==> config.mk <==
export PLATFORM = sky130hd
export DESIGN_NAME = pipeline_ctrl
export DESIGN_NICKNAME = d
export VERILOG_FILES = /design/src/rtl/pipeline_ctrl_pkg.sv /design/src/rtl/pipeline_ctrl_perf_counter.sv /design/src/rtl/pipeline_ctrl.sv
export SDC_FILE = /design/constraint.sdc
export NUM_CORES = 1
export LEC_CHECK = 0
export CORE_UTILIZATION = 46
export DETAILED_ROUTE_END_ITERATION = 6
export GPL_TIMING_DRIVEN = 0
export PLACE_DENSITY = 0.77
export SYNTH_ARGS = -nofsm -noshare
export SYNTH_HDL_FRONTEND = slang
export SYNTH_HIERARCHICAL = 1
export SYNTH_SLANG_ARGS = --single-unit
==> constraint.sdc <==
create_clock -name clk -period 2.8 [get_ports clk]
set_input_delay 0.84 -clock clk [delete_from_list [all_inputs] [get_ports clk]]
set_output_delay 0.84 -clock clk [all_outputs]
set_load 0.02 [all_outputs]
==> src/rtl/pipeline_ctrl_pkg.sv <==
// pipeline_ctrl_pkg
//   Shared definitions for the pipeline sequencer. Holds the state
//   encodings, the bundle of enable/flush controls, and the priority
//   decoder for the normal-flow hazard rules. RUN uses these rules directly;
//   DMEM_WAIT reuses them on the cycle the data access completes.
package pipeline_ctrl_pkg;

  typedef enum logic [1:0] {
    ST_RUN       = 2'd0,
    ST_DMEM_WAIT = 2'd1,
    ST_HALT      = 2'd2,
    ST_FAULT     = 2'd3
  } state_t;

  // Field order matches the output port order of pipeline_ctrl.
  typedef struct packed {
    logic pc_write;
    logic if_write;
    logic ifid_flush;
    logic idex_flush;
    logic exmem_en;
    logic memwb_en;
  } ctrl_t;

  // Freeze: every enable low, every flush low.
  localparam ctrl_t CTRL_FREEZE = ctrl_t'(6'b000000);
  // Reset: enables low, both front-end registers flushed.
  localparam ctrl_t CTRL_RESET  = ctrl_t'(6'b001100);

  // Hazard priority for a cycle in which the pipeline may move:
  // load-use stall, then redirect, then instruction-fetch miss, then advance.
  function automatic ctrl_t run_rules(input logic stall,
                                      input logic branch,
                                      input logic jump,
                                      input logic imem_ready);
    ctrl_t c;
    if (stall)
      // Branch operands are stale while the load-use bubble is inserted,
      // so the redirect waits for the next cycle.
      c = ctrl_t'(6'b000111);
    else if (branch || jump)
      c = ctrl_t'(6'b111011);
    else if (!imem_ready)
      // Hold PC, feed a NOP into ID; the back end keeps draining.
      c = ctrl_t'(6'b001011);
    else
      c = ctrl_t'(6'b110011);
    return c;
  endfunction

endpackage

==> src/rtl/pipeline_ctrl_perf_counter.sv <==
// perf_counter
//   Free-running event counter, wraps modulo 2^CNT_W.
// Ports:
//   clk    system clock
//   rst    synchronous active-high clear
//   inc    count this cycle
//   count  current value
module perf_counter #(
  parameter int CNT_W = 32
) (
  input  logic             clk,
  input  logic             rst,
  input  logic             inc,
  output logic [CNT_W-1:0] count
);

  logic [CNT_W-1:0] r_count;

  always_ff @(posedge clk) begin
    if (rst)
      r_count <= '0;
    else if (inc)
      r_count <= r_count + 1'b1;
  end

  assign count = r_count;

endmodule

==> src/rtl/pipeline_ctrl.sv <==
// pipeline_ctrl
//   Central sequencer for a 5-stage RISC-V pipeline. Resolves load-use
//   stalls, branch/jump redirects and instruction-fetch misses by fixed
//   priority, sequences multi-cycle data-memory waits with a timeout fault,
//   supports halt/resume, and keeps cycle/stall/flush performance counters.
// Ports:
//   clk, rst                    clock, synchronous active-high reset
//   Stall, Branch, Jump         ID-stage hazard / redirect requests
//   imem_ready, dmem_req,
//   dmem_ready                  memory handshakes
//   halt_req, resume            halt entry (ecall in WB) / exit
//   PCWrite, IFWrite            PC and IF/ID load enables
//   IFID_flush, IDEX_flush      bubble insertion
//   EXMEM_en, MEMWB_en          back-end load enables
//   halted, fault               state indicators
//   cycle_cnt, stall_cnt,
//   flush_cnt                   performance counters
module pipeline_ctrl
  import pipeline_ctrl_pkg::*;
#(
  parameter int WAIT_MAX = 16,
  parameter int CNT_W    = 32
) (
  input  logic             clk,
  input  logic             rst,
  input  logic             Stall,
  input  logic             Branch,
  input  logic             Jump,
  input  logic             imem_ready,
  input  logic             dmem_req,
  input  logic             dmem_ready,
  input  logic             halt_req,
  input  logic             resume,
  output logic             PCWrite,
  output logic             IFWrite,
  output logic             IFID_flush,
  output logic             IDEX_flush,
  output logic             EXMEM_en,
  output logic             MEMWB_en,
  output logic             halted,
  output logic             fault,
  output logic [CNT_W-1:0] cycle_cnt,
  output logic [CNT_W-1:0] stall_cnt,
  output logic [CNT_W-1:0] flush_cnt
);

  localparam int WAIT_W = $clog2(WAIT_MAX + 1);

  state_t             r_state;
  logic [WAIT_W-1:0]  r_wait_cnt;

  state_t             w_state_nxt;
  logic [WAIT_W-1:0]  w_wait_nxt;
  ctrl_t              w_ctrl;
  logic               w_active;

  always_comb begin
    w_ctrl      = CTRL_FREEZE;
    w_state_nxt = r_state;
    w_wait_nxt  = r_wait_cnt;
    if (rst) begin
      w_ctrl      = CTRL_RESET;
      w_state_nxt = ST_RUN;
      w_wait_nxt  = '0;
    end else begin
      case (r_state)
        ST_RUN: begin
          if (halt_req) begin
            w_state_nxt = ST_HALT;
          end else if (dmem_req && !dmem_ready) begin
            w_state_nxt = ST_DMEM_WAIT;
            w_wait_nxt  = WAIT_W'(1);
          end else begin
            w_ctrl = run_rules(Stall, Branch, Jump, imem_ready);
          end
        end
        ST_DMEM_WAIT: begin
          if (dmem_ready) begin
            // Completing cycle moves straight on under the normal rules.
            w_ctrl      = run_rules(Stall, Branch, Jump, imem_ready);
            w_state_nxt = ST_RUN;
          end else if (r_wait_cnt == WAIT_W'(WAIT_MAX)) begin
            w_state_nxt = ST_FAULT;
          end else begin
            w_wait_nxt = r_wait_cnt + 1'b1;
          end
        end
        ST_HALT: begin
          if (resume)
            w_state_nxt = ST_RUN;
        end
        ST_FAULT: begin
          w_state_nxt = ST_FAULT;
        end
        default: begin
          w_state_nxt = ST_RUN;
        end
      endcase
    end
  end

  always_ff @(posedge clk) begin
    if (rst) begin
      r_state    <= ST_RUN;
      r_wait_cnt <= '0;
    end else begin
      r_state    <= w_state_nxt;
      r_wait_cnt <= w_wait_nxt;
    end
  end

  assign PCWrite    = w_ctrl.pc_write;
  assign IFWrite    = w_ctrl.if_write;
  assign IFID_flush = w_ctrl.ifid_flush;
  assign IDEX_flush = w_ctrl.idex_flush;
  assign EXMEM_en   = w_ctrl.exmem_en;
  assign MEMWB_en   = w_ctrl.memwb_en;
  assign halted     = !rst && (r_state == ST_HALT);
  assign fault      = !rst && (r_state == ST_FAULT);

  // Only RUN and DMEM_WAIT count as live pipeline cycles.
  assign w_active = !rst && ((r_state == ST_RUN) || (r_state == ST_DMEM_WAIT));

  perf_counter #(.CNT_W(CNT_W)) u_cycle_cnt (
    .clk   (clk),
    .rst   (rst),
    .inc   (w_active),
    .count (cycle_cnt)
  );

  perf_counter #(.CNT_W(CNT_W)) u_stall_cnt (
    .clk   (clk),
    .rst   (rst),
    .inc   (w_active && !w_ctrl.pc_write),
    .count (stall_cnt)
  );

  perf_counter #(.CNT_W(CNT_W)) u_flush_cnt (
    .clk   (clk),
    .rst   (rst),
    .inc   (!rst && (w_ctrl.ifid_flush || w_ctrl.idex_flush)),
    .count (flush_cnt)
  );

endmodule

# Yosys cells after proc, flatten, opt, wreduce, memory -nomap -nowiden
# Index checks and enable logic that the tools add are counted.
dict set report word_totals {
  latchBits 0
  word_cells 55
  regBits 103
  mem_bits_rw 0
  n_memories 0
  rom_bits 0
  output_inout_bits 104
}
dict set report op_classes {
  n_shift 0
  n_addsub 4
  n_eq_ne 11
  muxes 19
  magnitude_cmp 0
  div 0
  bitwise 0
  n_reduce_logical 16
  n_mul 0
}
# cell count
set op_table {}
lappend op_table {{32-bit by 1-bit adder with 32-bit output (second input constant)} 3}
lappend op_table {{6-bit 2-to-1 mux} 7}
lappend op_table {{5-bit 2-to-1 mux} 4}
lappend op_table {{6-bit case mux with 2 select lines} 1}
lappend op_table {{2-bit 2-to-1 mux} 5}
lappend op_table {{2-bit inequality test (second input constant)} 5}
lappend op_table {{5-bit case mux with 2 select lines} 1}
lappend op_table {{2-bit case mux with 4 select lines} 1}
lappend op_table {{1-bit logical AND} 6}
lappend op_table {{3-bit inequality test (second input constant)} 2}
lappend op_table {{5-bit by 1-bit adder with 5-bit output (second input constant)} 1}
lappend op_table {{5-bit equality test (second input constant)} 1}
lappend op_table {{5-bit AND reduction} 1}
lappend op_table {{2-bit equality test (second input constant)} 2}
lappend op_table {{1-bit zero test} 3}
lappend op_table {{1-bit logical OR} 3}
lappend op_table {{3-bit AND reduction} 1}
lappend op_table {{2-bit by 1-bit equality test with 1-bit output (second input constant)} 1}
lappend op_table {{2-bit zero test} 1}
lappend op_table {{2-bit nonzero test} 1}

# Longest topological paths before layout
dict set report logic_depth {
  depth_word 9
  depth_mapped 10
  depth_no_buf 8
}

# Hierarchy
# Netlist, hierarchy kept.
# mod cells_per_inst instances area_each_um2
set modules_own_cells {}
lappend modules_own_cells {perf_counter 181 3 1564.0}
lappend modules_own_cells {pipeline_ctrl 68 1 520.5}

# Worst setup path before layout
# No wires, ideal clock.
dict set report synth_timing {
  path_kind {in2out}
  start {input port dmem_req}
  end {output port PCWrite}
  path_buffers 1
  arrival_time_ps 2499
  path_stages 5
  setup_slack_ps -539
  path_cell_list {nor2_1 > o22ai_1 > nor3_1 > nor3b_1 > buf_4}
}
dict set report synth_via {
  elab_chain_cells 5
}
# item line
set synth_lines {}
lappend synth_lines {{start: declaration} pipeline_ctrl.sv:30} ;# input logic dmem_req,
lappend synth_lines {{1-bit logical AND} pipeline_ctrl.sv:70} ;# end else if (dmem_req && !dmem_ready) begin
lappend synth_lines {{6-bit 2-to-1 mux} pipeline_ctrl.sv:70}
lappend synth_lines {{6-bit 2-to-1 mux} pipeline_ctrl.sv:68} ;# if (halt_req) begin
lappend synth_lines {{6-bit case mux with 2 select lines} pipeline_ctrl.sv:66} ;# case (r_state)
lappend synth_lines {{6-bit 2-to-1 mux} pipeline_ctrl.sv:61} ;# if (rst) begin
lappend synth_lines {{end: declaration} pipeline_ctrl.sv:34} ;# output logic PCWrite,
# No other way between the ends.

# Worst setup path after layout
dict set report layout_timing {
  start {input port halt_req}
  end {register u_stall_cnt.r_count[31] (netlist: u_stall_cnt/count[31])}
}
dict set report layout_via {
  elab_chain_cells 5
}
# item line
set layout_lines {}
lappend layout_lines {{start: declaration} pipeline_ctrl.sv:32} ;# input logic halt_req,
lappend layout_lines {{6-bit 2-to-1 mux} pipeline_ctrl.sv:68}
lappend layout_lines {{6-bit case mux with 2 select lines} pipeline_ctrl.sv:66}
lappend layout_lines {{6-bit 2-to-1 mux} pipeline_ctrl.sv:61}
lappend layout_lines {{1-bit zero test} pipeline_ctrl.sv:134} ;# .inc (w_active && !w_ctrl.pc_write),
lappend layout_lines {{1-bit logical AND} pipeline_ctrl.sv:134}
lappend layout_lines {{end signal: assignment} pipeline_ctrl_perf_counter.sv:23} ;# r_count <= r_count + 1'b1;
lappend layout_lines {{end: declaration} pipeline_ctrl_perf_counter.sv:17} ;# logic [CNT_W-1:0] r_count;
# No other way between the ends.
# A chain may end at the register's enable or synchronous reset.

==> results.json <==
{
  "diodes": 0,
  "slew_viol_final": 0,
  "seqCellArea_mm2": 0.00206,
  "antenna_found_initial": 0,
  "synth_top_cell_by_area": "dfxtp_1",
  "core_area_mm2": 0.0109,
  "grt_max_degree": 27,
  "max_stage_delay_ns": 0.35,
  "fill_cells": 939,
  "swShare_pct": 24.1,
  "critPathTopFamily": "buffers and inverters",
  "slew_headroom_pct": 64.6,
  "min_path_cells": 2,
  "crit-reg2reg-capture": "u_flush_cnt/count[29]$_SDFFE_PP0P_",
  "p_leak_nw": 2.48,
  "yosys.area.top_type_share_pct": 39.6,
  "area_growth_pct": 33.6,
  "wl_mm": 12.8,
  "grt.overflow.total": 0,
  "ys_types": 43,
  "grt_setup_unrepaired": "false",
  "p_seq_share_pct": 50.0,
  "gp_congestion": 0.849,
  "clockBufferDepth": 2,
  "num_rows": 38,
  "synth.top_cells.by_area": "dfxtp_1 (40%), nor2_1 (6.4%), mux2_2 (6.0%), xor2_1 (4.5%), nor2b_1 (3.7%)",
  "multi_input_comb_area_mm2": 0.00298,
  "post_drt_wl_per_cell_um": 14.3,
  "synth_area_mm2": 0.00521,
  "required_ns": 3.04,
  "finalClockSkew_ns": 0.0114,
  "cp_common_cell": "buf_6",
  "synth-seq-cells": 103,
  "nets": 760,
  "dieHeight_um": 108,
  "critPathSlowestCell": "mux2_1",
  "crit_buf_inv": 5,
  "irDropWorstVdd_v": 0.000478,
  "synthTopCellsByCount": "dfxtp_1 (103), nor2_1 (89), nor3_1 (33)",
  "power_density_mw_per_mm2": 428,
  "worst-r2r-setup-slack_ns": 0.34,
  "cp_cell_sequence": "clkdlybuf4s15_1 > inv_2 > o22ai_4 > o41a_1 > buf_6 > and4_1 > buf_6 > nand4_1 > buf_4 > nor4_4 > mux2_1",
  "synth_edf_count": 0,
  "hp-start": "u_flush_cnt/count[22]$_SDFFE_PP0P_",
  "cts_tree": "done",
  "yosysSeqAreaShare_pct": 39.6,
  "syn_avg_cell_area_um2": 8.53,
  "fin_crit_sh_pct": 96.4,
  "tightest_slew_ns": 0.532,
  "pwr-share-clk_pct": 43.2,
  "cp-start-kind": "primary input",
  "cts.sinks": 103,
  "root_buffer": "clkbuf_16",
  "min_path_type": "reg2reg",
  "rr_worst_depth": 11,
  "dp_hpwl_mm": 9.08,
  "reg2reg_from": "r_state[0]$_SDFFE_PP0P_",
  "clkLatencyLatePin_ns": 0.35,
  "dieArea_mm2": 0.0118,
  "hold_path_end": "u_flush_cnt/count[22]$_SDFFE_PP0P_",
  "p_sw_mw": 0.718,
  "status": "completed",
  "grt_pass1_wl_mm": 20.9,
  "ant_nets": 0,
  "portBuffers": 113,
  "vias": 4847,
  "final_cell_count_no_fill": 890,
  "start_util_pct": 47.7,
  "synthCells": 611,
  "max_freq_ghz": 0.370,
  "pin_count": 114,
  "cp-end-kind": "register",
  "cts_made_buffers": 9,
  "synth_warnings": 6,
  "max-cap-violations": 0,
  "dp_cells": 864,
  "vias_per_cell": 5.45,
  "clk_pin_slew_ns": 0.07,
  "timing.hold.ws_ns": 0.503,
  "p_int_mw": 2.26,
  "die_w_um": 108,
  "path_max_fanout": 9,
  "arrival_ns": 2.94,
  "hold_viol": 0,
  "drive_gt1_share_pct": 13.7,
  "synthFlopType": "dfxtp_1",
  "cts_max_level": 3,
  "drt-initial-drc-count": 195,
  "firstDrtPassIters": 6,
  "finalSetupViolations": 0,
  "synth_nets": 626,
  "gr-usage-all-layers_pct": 22.4,
  "combPwrFrac_pct": 6.8,
  "synth.most_common_cell": "dfxtp_1",
  "post-route-min-period_ns": 2.70,
  "async_flop_share_pct": 0,
  "drc": 0,
  "crit_type": "in2reg",
  "grt_pass1_vias": 4502
}
## worst reg2reg max path: cells and delay by family, from the launching register on
kind | cells | cell delay, ns
muxes | 1 | 0.37
DFF | 1 | 0.30
AOI/OAI and AO/OA | 1 | 0.10
and+or+nand+nor | 5 | 0.89
buffers and inverters | 4 | 0.70
## final cells by class
| type | count | share of cell area (%) |
|---|---|---|
| Clock buffer | 9 | 3.23 |
| Multi-Input combinational cell | 457 | 42.8 |
| Sequential cell | 103 | 29.6 |
| Clock inverter | 7 | 1.13 |
| Tap cell | 140 | 2.51 |
| Inverter | 16 | 0.862 |
| Timing Repair Buffer | 123 | 17.1 |
| Buffer | 35 | 2.78 |
## layout by cell type (no fill, tap or decap), drive strengths merged, types with 3 or more instances in the layout
cell type | netlist | final
inv | 16 | 18
and4 | 9 | 9
o21ai | 16 | 16
or3 | 12 | 12
nor3 | 33 | 33
xor2 | 27 | 27
mux2 | 34 | 34
nor4 | 10 | 10
clkbuf | 22 | 32
o31ai | 9 | 9
and2 | 3 | 3
buf | 13 | 28
nor2b | 31 | 31
and3 | 9 | 9
dfxtp | 103 | 103
a21oi | 29 | 29
clkinvlp | 0 | 3
ha | 5 | 5
or4 | 14 | 14
clkdlybuf4s15 | 0 | 5
or2 | 3 | 3
xnor2 | 12 | 12
mux2i | 3 | 3
nand2 | 29 | 29
nor2 | 89 | 89
clkdlybuf4s50 | 0 | 97
dlygate4sd2 | 0 | 3
nor3b | 6 | 6
nand3 | 29 | 29
nand4 | 33 | 33
## cell families after synthesis
logic type                 Yosys count  share of synthesized area (%)
AOI/OAI and AO/OA                   62                           6.82
xor gates and xnor gates            39                           6.55
adders and majority gates            5                           1.20
buffers and inverters               51                           4.61
DFF                                103                           39.6
muxes                               37                           7.92
and+or+nand+nor                    314                           33.3
## worst max-delay path by stage
stage               startpoint                                  to  slack [ns]  depth (start not counted)
CTS                      Stall  u_flush_cnt/count[29]$_SDFFE_PP0P_        0.02                         10
global route          halt_req  u_stall_cnt/count[31]$_SDFFE_PP0P_        0.02                         11
floorplan             halt_req  u_stall_cnt/count[27]$_SDFFE_PP0P_        0.02                          9
detailed placement         rst  u_stall_cnt/count[30]$_SDFFE_PP0P_       -1.46                          9
global placement           rst  u_stall_cnt/count[30]$_SDFFE_PP0P_       -1.41                          9
finish                halt_req  u_stall_cnt/count[31]$_SDFFE_PP0P_        0.10                         11
## metal layers
layer | wire [um] | track usage, %
met1 | 5740 | 27.2
met2 | 6230 | 37.1
met3 | 664 | 6.57
met4 | 129 | 8.49
met5 | 0 | 0
## sequential cells by signal (all words and copies together), names as in the netlist
signal / count
r_wait_cnt: 5
u_stall_cnt/count: 32
u_flush_cnt/count: 32
u_cycle_cnt/count: 32
r_state: 2
## stage by stage
step | TNS [ns] | power (mW) | cell area [um2] | setup slack (ns) | util, %
6_report | 0 | 2.98 | 6970 | 0.100 | 63.7
5_1_grt | 0 | 3.09 | 6970 | 0.0150 | 63.7
4_1_cts | 0 | 3.01 | 6950 | 0.0153 | 63.5
2_1_floorplan | 0 | 1.64 | 5240 | 0.0185 | -
3_3_place_gp | -94.46 | 1.71 | 6540 | -1.41 | 59.8
3_5_place_dp | -96.48 | 1.72 | 6540 | -1.46 | 59.8
## power by group through the flow
stage	Sequential, mW	Combinational, mW	Clock [mW]
after global routing	1.49	0.224	1.37
after detailed placement	1.52	0.195	0
after global placement	1.52	0.190	0
final	1.49	0.204	1.29
after CTS	1.49	0.202	1.32
after floorplan	1.53	0.108	0
## repair_timing
item,in CTS,in global routing
hold buffers,0,0
endpoints found under the setup margin,95,32
pin swaps,8,6
buffers inserted,8,2
resized for setup,54,6
(Power assumes the default switching activity.)
